`src/rtl/adder_share_arbiter.sv`:
```
// Round-robin time-sharing of one external combinational adder between N_REQ requesters.
// Operands are frozen at grant; the sum is captured after SETTLE_CYC cycles and acked for one cycle.
module adder_share_arbiter #(
    parameter int N_REQ      = 4,
    parameter int WIDTH      = 16,
    parameter int SETTLE_CYC = 1
) (
    input  logic                       i_clk,
    input  logic                       i_rst_n,
    input  logic [N_REQ-1:0]           i_req,
    input  logic [N_REQ*WIDTH-1:0]     i_op_a,
    input  logic [N_REQ*WIDTH-1:0]     i_op_b,
    output logic [N_REQ-1:0]           o_ack,
    output logic [WIDTH:0]             o_sum,
    output logic                       o_busy,
    output logic [$clog2(N_REQ)-1:0]   o_owner,
    output logic [WIDTH-1:0]           o_add1,
    output logic [WIDTH-1:0]           o_add2,
    input  logic [WIDTH:0]             i_add_result
);

    localparam int IDXW = $clog2(N_REQ);
    localparam logic [3:0] CNT_LAST = 4'(SETTLE_CYC - 1);

    typedef enum logic [1:0] {
        S_IDLE,
        S_RUN,
        S_ACK
    } state_e;

    state_e            state_q, state_d;
    logic [IDXW-1:0]   ptr_q, ptr_d;
    logic [IDXW-1:0]   owner_q, owner_d;
    logic [WIDTH-1:0]  add1_q, add1_d;
    logic [WIDTH-1:0]  add2_q, add2_d;
    logic [WIDTH:0]    sum_q, sum_d;
    logic [N_REQ-1:0]  ack_q, ack_d;
    logic [3:0]        cnt_q, cnt_d;

    logic              grant_vld;
    logic [IDXW-1:0]   grant_idx;

    // Search starts just after the last served requester and wraps around.
    always_comb begin
        logic [IDXW-1:0] cand;
        grant_vld = 1'b0;
        grant_idx = '0;
        cand      = '0;
        for (int unsigned off = 1; off <= N_REQ; off++) begin
            cand = IDXW'((32'(ptr_q) + off) % N_REQ);
            if (!grant_vld && i_req[cand]) begin
                grant_vld = 1'b1;
                grant_idx = cand;
            end
        end
    end

    always_comb begin
        state_d = state_q;
        ptr_d   = ptr_q;
        owner_d = owner_q;
        add1_d  = add1_q;
        add2_d  = add2_q;
        sum_d   = sum_q;
        ack_d   = '0;
        cnt_d   = cnt_q;
        case (state_q)
            S_IDLE: begin
                if (grant_vld) begin
                    add1_d  = i_op_a[grant_idx*WIDTH +: WIDTH];
                    add2_d  = i_op_b[grant_idx*WIDTH +: WIDTH];
                    owner_d = grant_idx;
                    cnt_d   = '0;
                    state_d = S_RUN;
                end
            end
            S_RUN: begin
                cnt_d = cnt_q + 4'd1;
                if (cnt_q == CNT_LAST) begin
                    sum_d          = i_add_result;
                    ack_d[owner_q] = 1'b1;
                    ptr_d          = owner_q;
                    state_d        = S_ACK;
                end
            end
            S_ACK:   state_d = S_IDLE;
            default: state_d = S_IDLE;
        endcase
    end

    always_ff @(posedge i_clk or negedge i_rst_n) begin
        if (!i_rst_n) begin
            state_q <= S_IDLE;
            ptr_q   <= IDXW'(N_REQ - 1);
            owner_q <= '0;
            add1_q  <= '0;
            add2_q  <= '0;
            sum_q   <= '0;
            ack_q   <= '0;
            cnt_q   <= '0;
        end else begin
            state_q <= state_d;
            ptr_q   <= ptr_d;
            owner_q <= owner_d;
            add1_q  <= add1_d;
            add2_q  <= add2_d;
            sum_q   <= sum_d;
            ack_q   <= ack_d;
            cnt_q   <= cnt_d;
        end
    end

    assign o_ack   = ack_q;
    assign o_sum   = sum_q;
    assign o_busy  = (state_q != S_IDLE);
    assign o_owner = owner_q;
    assign o_add1  = add1_q;
    assign o_add2  = add2_q;

endmodule
```
`config.mk`:
```
export PLATFORM = sky130hd
export DESIGN_NAME = adder_share_arbiter
export DESIGN_NICKNAME = d
export VERILOG_FILES = /design/src/rtl/adder_share_arbiter.sv
export SDC_FILE = /design/constraint.sdc
export NUM_CORES = 1
export LEC_CHECK = 0
export ABC_AREA = 1
export BUFFER_PORTS_ARGS = -buffer_cell sky130_fd_sc_hd__buf_2
export CAP_MARGIN = 30
export CELL_PAD_IN_SITES_DETAIL_PLACEMENT = 1
export CELL_PAD_IN_SITES_GLOBAL_PLACEMENT = 2
export CORE_ASPECT_RATIO = 1.75
export CORE_MARGIN = 3
export CORE_UTILIZATION = 24
export CTS_CLUSTER_SIZE = 30
export DETAILED_ROUTE_END_ITERATION = 16
export PLACE_DENSITY = 0.95
export SYNTH_ARGS = -nofsm -noshare
export SYNTH_HDL_FRONTEND = slang
export SYNTH_SLANG_ARGS = --single-unit
```
`constraint.sdc`:
```
create_clock -name i_clk -period 6.1 [get_ports i_clk]
set_input_delay 0.305 -clock i_clk [delete_from_list [all_inputs] [get_ports i_clk]]
set_output_delay 0.305 -clock i_clk [all_outputs]
set_load 0.03 [all_outputs]
```
==> results <==
- The portion of synthesized area spent on multiplexers is 0.
- The number of cells produced by synthesis is 665.
- The hold violation count in the final report came to 0.
- The count of state elements after synthesis is 63.
- Counting the fill cells in the layout gives 2328.
- The average instance in the mapped netlist occupies 6.28 um^2.
- The detailed-route vias per instance is 4.32.
- The destination of the worst register-to-register timing path is o_add1[9]$_DFFE_PN0P_.
- Buffers added to address setup during post-CTS repair amount to 0.
- The smallest clock period supported by the final layout is computed as 3.33 ns.
- The required time of the critical path is 6.32 ns.
- The first global-routing pass estimated 24500 um of wire.
- For the pin with the worst max-slew slack, the measured transition is 0.862 ns.
- Across every metal layer, demand over resource in global routing totals 0.161.
- The worst setup path is launched from a register.
- The total power divided by cell area is 703 nW/um^2.
- Setup repair after global routing left no endpoint under its margin.
- Across the run, the number of max-cap violations was 0.
- At the worst endpoint, the arrival time is 3.54 ns.
- The post-cts resize count is 0.
- The compound-gate portion of the synthesized area is 0.0195.
- The die covers 19100 um^2.
- After detailed routing, the total wire length is 15500 um.
- The clock reaches the later pin of the worst-skew pair after 0.33 ns.
- The number of nets in the synthesized netlist is 818.
- The number of hold buffers added after cts is 0.
- The cell at the root of the clock tree is sky130_fd_sc_hd__clkbuf_16.
- For this run, the post-layout net count is 1009.
- The worst hold path class is in2async.
- The post-synth design cell area is 4180 um^2.
- Clock-pin slew was measured on the worst setup and hold paths at 0.06 ns.
- Across the VDD grid, the largest voltage drop is 0.000342 V.
- The routed layout has 4710 vias.
- The total negative slack for setup checks is 0 ns.
- The flop-to-flop setup slack is 2.77 ns.
- The static power due to leakage is 3.56 nW.
- The startpoint identified for the worst register-to-register timing path is ptr_q[1]$_DFFE_PN1P_.
- The number of antenna violations at the first check in global routing is 3.
- Clock tree synthesis inserted a total of 9 buffers.
- The flow ran to the end, and the final reports show no timing, DRC or antenna violations.
- The number of clock sinks is 63.
- The post-route fraction of the period consumed by the critical path is 0.546.
- Port buffering added 206 buffers.
- Measured along the x axis, the die boundary spans 106 um.
- The die is 181 um tall.
- 207 I/O pins were placed.
- After detailed routing, the average wire length per cell comes to 14.2 um.
- TritonCTS built the clock tree.
- At the end of routability-driven placement, the weighted congestion stood at 0.823.
- Counting cells, the worst reg-to-reg path comes to 14.
- The DRC violation count after routing is 0.
- During synthesis, Yosys emitted a total of 0 warnings.
- The category of the critical setup timing path is reg2reg.
- The buffer levels on the longest clock path is 2.
- After detailed placement, the total cell area comes to 5370 um^2.
- Counting distinct cell types in the post-synthesis netlist gives 29.
- The maximum clock frequency is 0.300 GHz.
- Setup violations remaining at the end of the flow were counted as 0.
- After synthesis, the largest family of logic cells by area is simple AND/OR/NAND/NOR gates.
- The core region is 17000 um^2.
- The number of DRC violations after detailed-routing iteration 0 is 146.
- The sequential-to-total area share from yosys stat is 0.378.
- The biggest fanout along the worst timing path is 52.
- The final design area excluding fillers is 5670 um^2.
- The effective utilization at floorplan is 0.245.
- The number of global-route vias before repair is 5041.
- The final max-slew violation count is 0.
- The half-perimeter wire length of the detailed placement result is 11800 um.
- STA classifies the critical path endpoint as a register.
- The detail route stage leaves a number of antenna-violating nets equal to 0.
- For this run, the detailed router's first-pass iteration total came to 4.
- Entering global routing, the biggest net connects 64 pins.
- The total number of placement rows is 63.
- Of the total synthesized cell area, the portion taken by XOR and XNOR cells is 0.00419.
- The ratio of cells with drive above 1 in the final layout is 0.282.
- The worst pin sits at a relative slew slack of 0.424.
- From synthesis to final layout, the design area changed by 35.6%.
- Summed over all layers, the global routing overflow is 0.
- The H-tree depth is 3.
- Of the total synthesized cell area, the portion taken by AND, OR, NAND and NOR gates is 0.432.
- The final clock skew is 0.00689 ns.
- The adder and majority cell fraction of the synthesized area is 0.00599.
[report_power, final]
part	switching (mW)	internal [mW]
sequential	0.117	0.642
clock	0.201	0.301
combinational	1.92	0.804
[metrics by stage]
stage                     hold slack (ns)  setup slack (ns)  utilization  instances  power (mW)
after global placement              0.448              2.86        0.315       1072        3.50
after floorplan                   0.00941              4.13            -        665        2.86
final                              0.0448              2.77        0.333       1090        3.98
after CTS                           0.109              2.75        0.333       1088        4.08
after global routing                0.135              2.42        0.333       1090        4.43
after detailed placement            0.454              2.76        0.315       1072        3.56
[worst max-delay path by stage]
stage,start,end,slack (ns),cells past startpoint
floorplan,ptr_q[1]$_DFFE_PN1P_,o_add1[14]$_DFFE_PN0P_,4.13,14
global placement,ptr_q[0]$_DFFE_PN1P_,o_add1[9]$_DFFE_PN0P_,2.86,14
detailed placement,ptr_q[0]$_DFFE_PN1P_,o_add1[8]$_DFFE_PN0P_,2.76,14
CTS,ptr_q[0]$_DFFE_PN1P_,o_add1[9]$_DFFE_PN0P_,2.75,14
global route,ptr_q[0]$_DFFE_PN1P_,o_add1[10]$_DFFE_PN0P_,2.42,17
finish,ptr_q[1]$_DFFE_PN1P_,o_add1[9]$_DFFE_PN0P_,2.77,14
[kinds of logic (layout without fill, tap and decap cells)]
group	count (synthesis)	in the layout
AND/OR/NAND/NOR	423	423
buffers and inverters	163	359
flip-flops	63	63
AO/OA/AOI/OAI	12	12
adder cells (fa/ha/maj)	2	2
XOR/XNOR	2	2
other	0	2
[sequential cells by signal, indices dropped and copies added, names as in the netlist]
name	flops
cnt_q	4
o_ack	4
o_add1	16
o_add2	16
o_owner	2
o_sum	17
ptr_q	2
state_q	2
[critical path, cell delays in order (launching register included)]
cell and delay, ns:
sky130_fd_sc_hd__dfstp_2 0.61, sky130_fd_sc_hd__inv_2 0.08, sky130_fd_sc_hd__nand2_1 0.06, sky130_fd_sc_hd__nand2_1 0.08, sky130_fd_sc_hd__nand2_1 0.10, sky130_fd_sc_hd__nand2_2 0.08, sky130_fd_sc_hd__nor2_4 0.13, sky130_fd_sc_hd__nand3_2 0.10
sky130_fd_sc_hd__nand2_2 0.08, sky130_fd_sc_hd__buf_4 0.46, sky130_fd_sc_hd__nand2_2 0.51, sky130_fd_sc_hd__buf_4 0.44, sky130_fd_sc_hd__or2_1 0.27, sky130_fd_sc_hd__nand3_1 0.08, sky130_fd_sc_hd__nand3_1 0.08
[layout make-up]
cell class	count	area (um^2)	area share
Clock inverter	5	40.0	0.00707
Sequential cell	63	1580	0.279
Clock buffer	11	253	0.0446
Multi-Input combinational cell	439	1940	0.342
Timing Repair Buffer	212	1080	0.190
Inverter	131	492	0.0868
Antenna cell	2	5.00	0.000883
Tap cell	227	284	0.0501
[placed cells by master, fill, tap and decap left out, types with 5 or more instances in the layout]
cell and instances:
sky130_fd_sc_hd__or2_1 14, sky130_fd_sc_hd__nand2_1 263, sky130_fd_sc_hd__nor2_1 10, sky130_fd_sc_hd__nand2_2 5, sky130_fd_sc_hd__nand3_1 127, sky130_fd_sc_hd__clkbuf_16 9, sky130_fd_sc_hd__dfrtp_1 61, sky130_fd_sc_hd__buf_4 7
sky130_fd_sc_hd__buf_2 205, sky130_fd_sc_hd__inv_1 126, sky130_fd_sc_hd__o21ai_0 5
[Yosys cell counts]
master | count | area [um^2]
sky130_fd_sc_hd__o21ai_2 | 1 | 8.76
sky130_fd_sc_hd__clkinv_1 | 2 | 7.51
sky130_fd_sc_hd__nand2_1 | 265 | 995
sky130_fd_sc_hd__or2_1 | 14 | 87.6
sky130_fd_sc_hd__xor2_1 | 1 | 8.76
sky130_fd_sc_hd__dfrtp_1 | 61 | 1530
sky130_fd_sc_hd__nor2_2 | 1 | 6.26
sky130_fd_sc_hd__nand3_1 | 127 | 636
sky130_fd_sc_hd__clkbuf_1 | 13 | 48.8
sky130_fd_sc_hd__a21oi_4 | 1 | 16.3
sky130_fd_sc_hd__a31oi_1 | 1 | 6.26
sky130_fd_sc_hd__clkbuf_2 | 1 | 5.00
sky130_fd_sc_hd__buf_2 | 11 | 55.1
sky130_fd_sc_hd__xnor2_1 | 1 | 8.76
sky130_fd_sc_hd__buf_6 | 4 | 45.0
sky130_fd_sc_hd__a21boi_0 | 1 | 7.51
sky130_fd_sc_hd__inv_1 | 126 | 473
sky130_fd_sc_hd__o21ai_0 | 5 | 25.0
sky130_fd_sc_hd__nor2_1 | 10 | 37.5
sky130_fd_sc_hd__o22ai_1 | 2 | 12.5
sky130_fd_sc_hd__buf_4 | 3 | 22.5
sky130_fd_sc_hd__nand2_2 | 3 | 18.8
sky130_fd_sc_hd__nor3_1 | 1 | 5.00
sky130_fd_sc_hd__ha_1 | 2 | 25.0
sky130_fd_sc_hd__dfstp_2 | 2 | 52.6
sky130_fd_sc_hd__a21oi_1 | 1 | 5.00
sky130_fd_sc_hd__nor2_4 | 1 | 11.3
sky130_fd_sc_hd__inv_2 | 3 | 11.3
sky130_fd_sc_hd__nand3_2 | 1 | 10.0
[per-layer routing]
layer  vias up  global-route usage  wire length (um)
met3        28              0.0308               756
met5         -                   0                13
met4         2              0.0654               491
met2       136               0.316              8510
li1       2378                   -                 -
met1      2166               0.161              5690
Note: power is estimated with default switching activity, not from simulation.
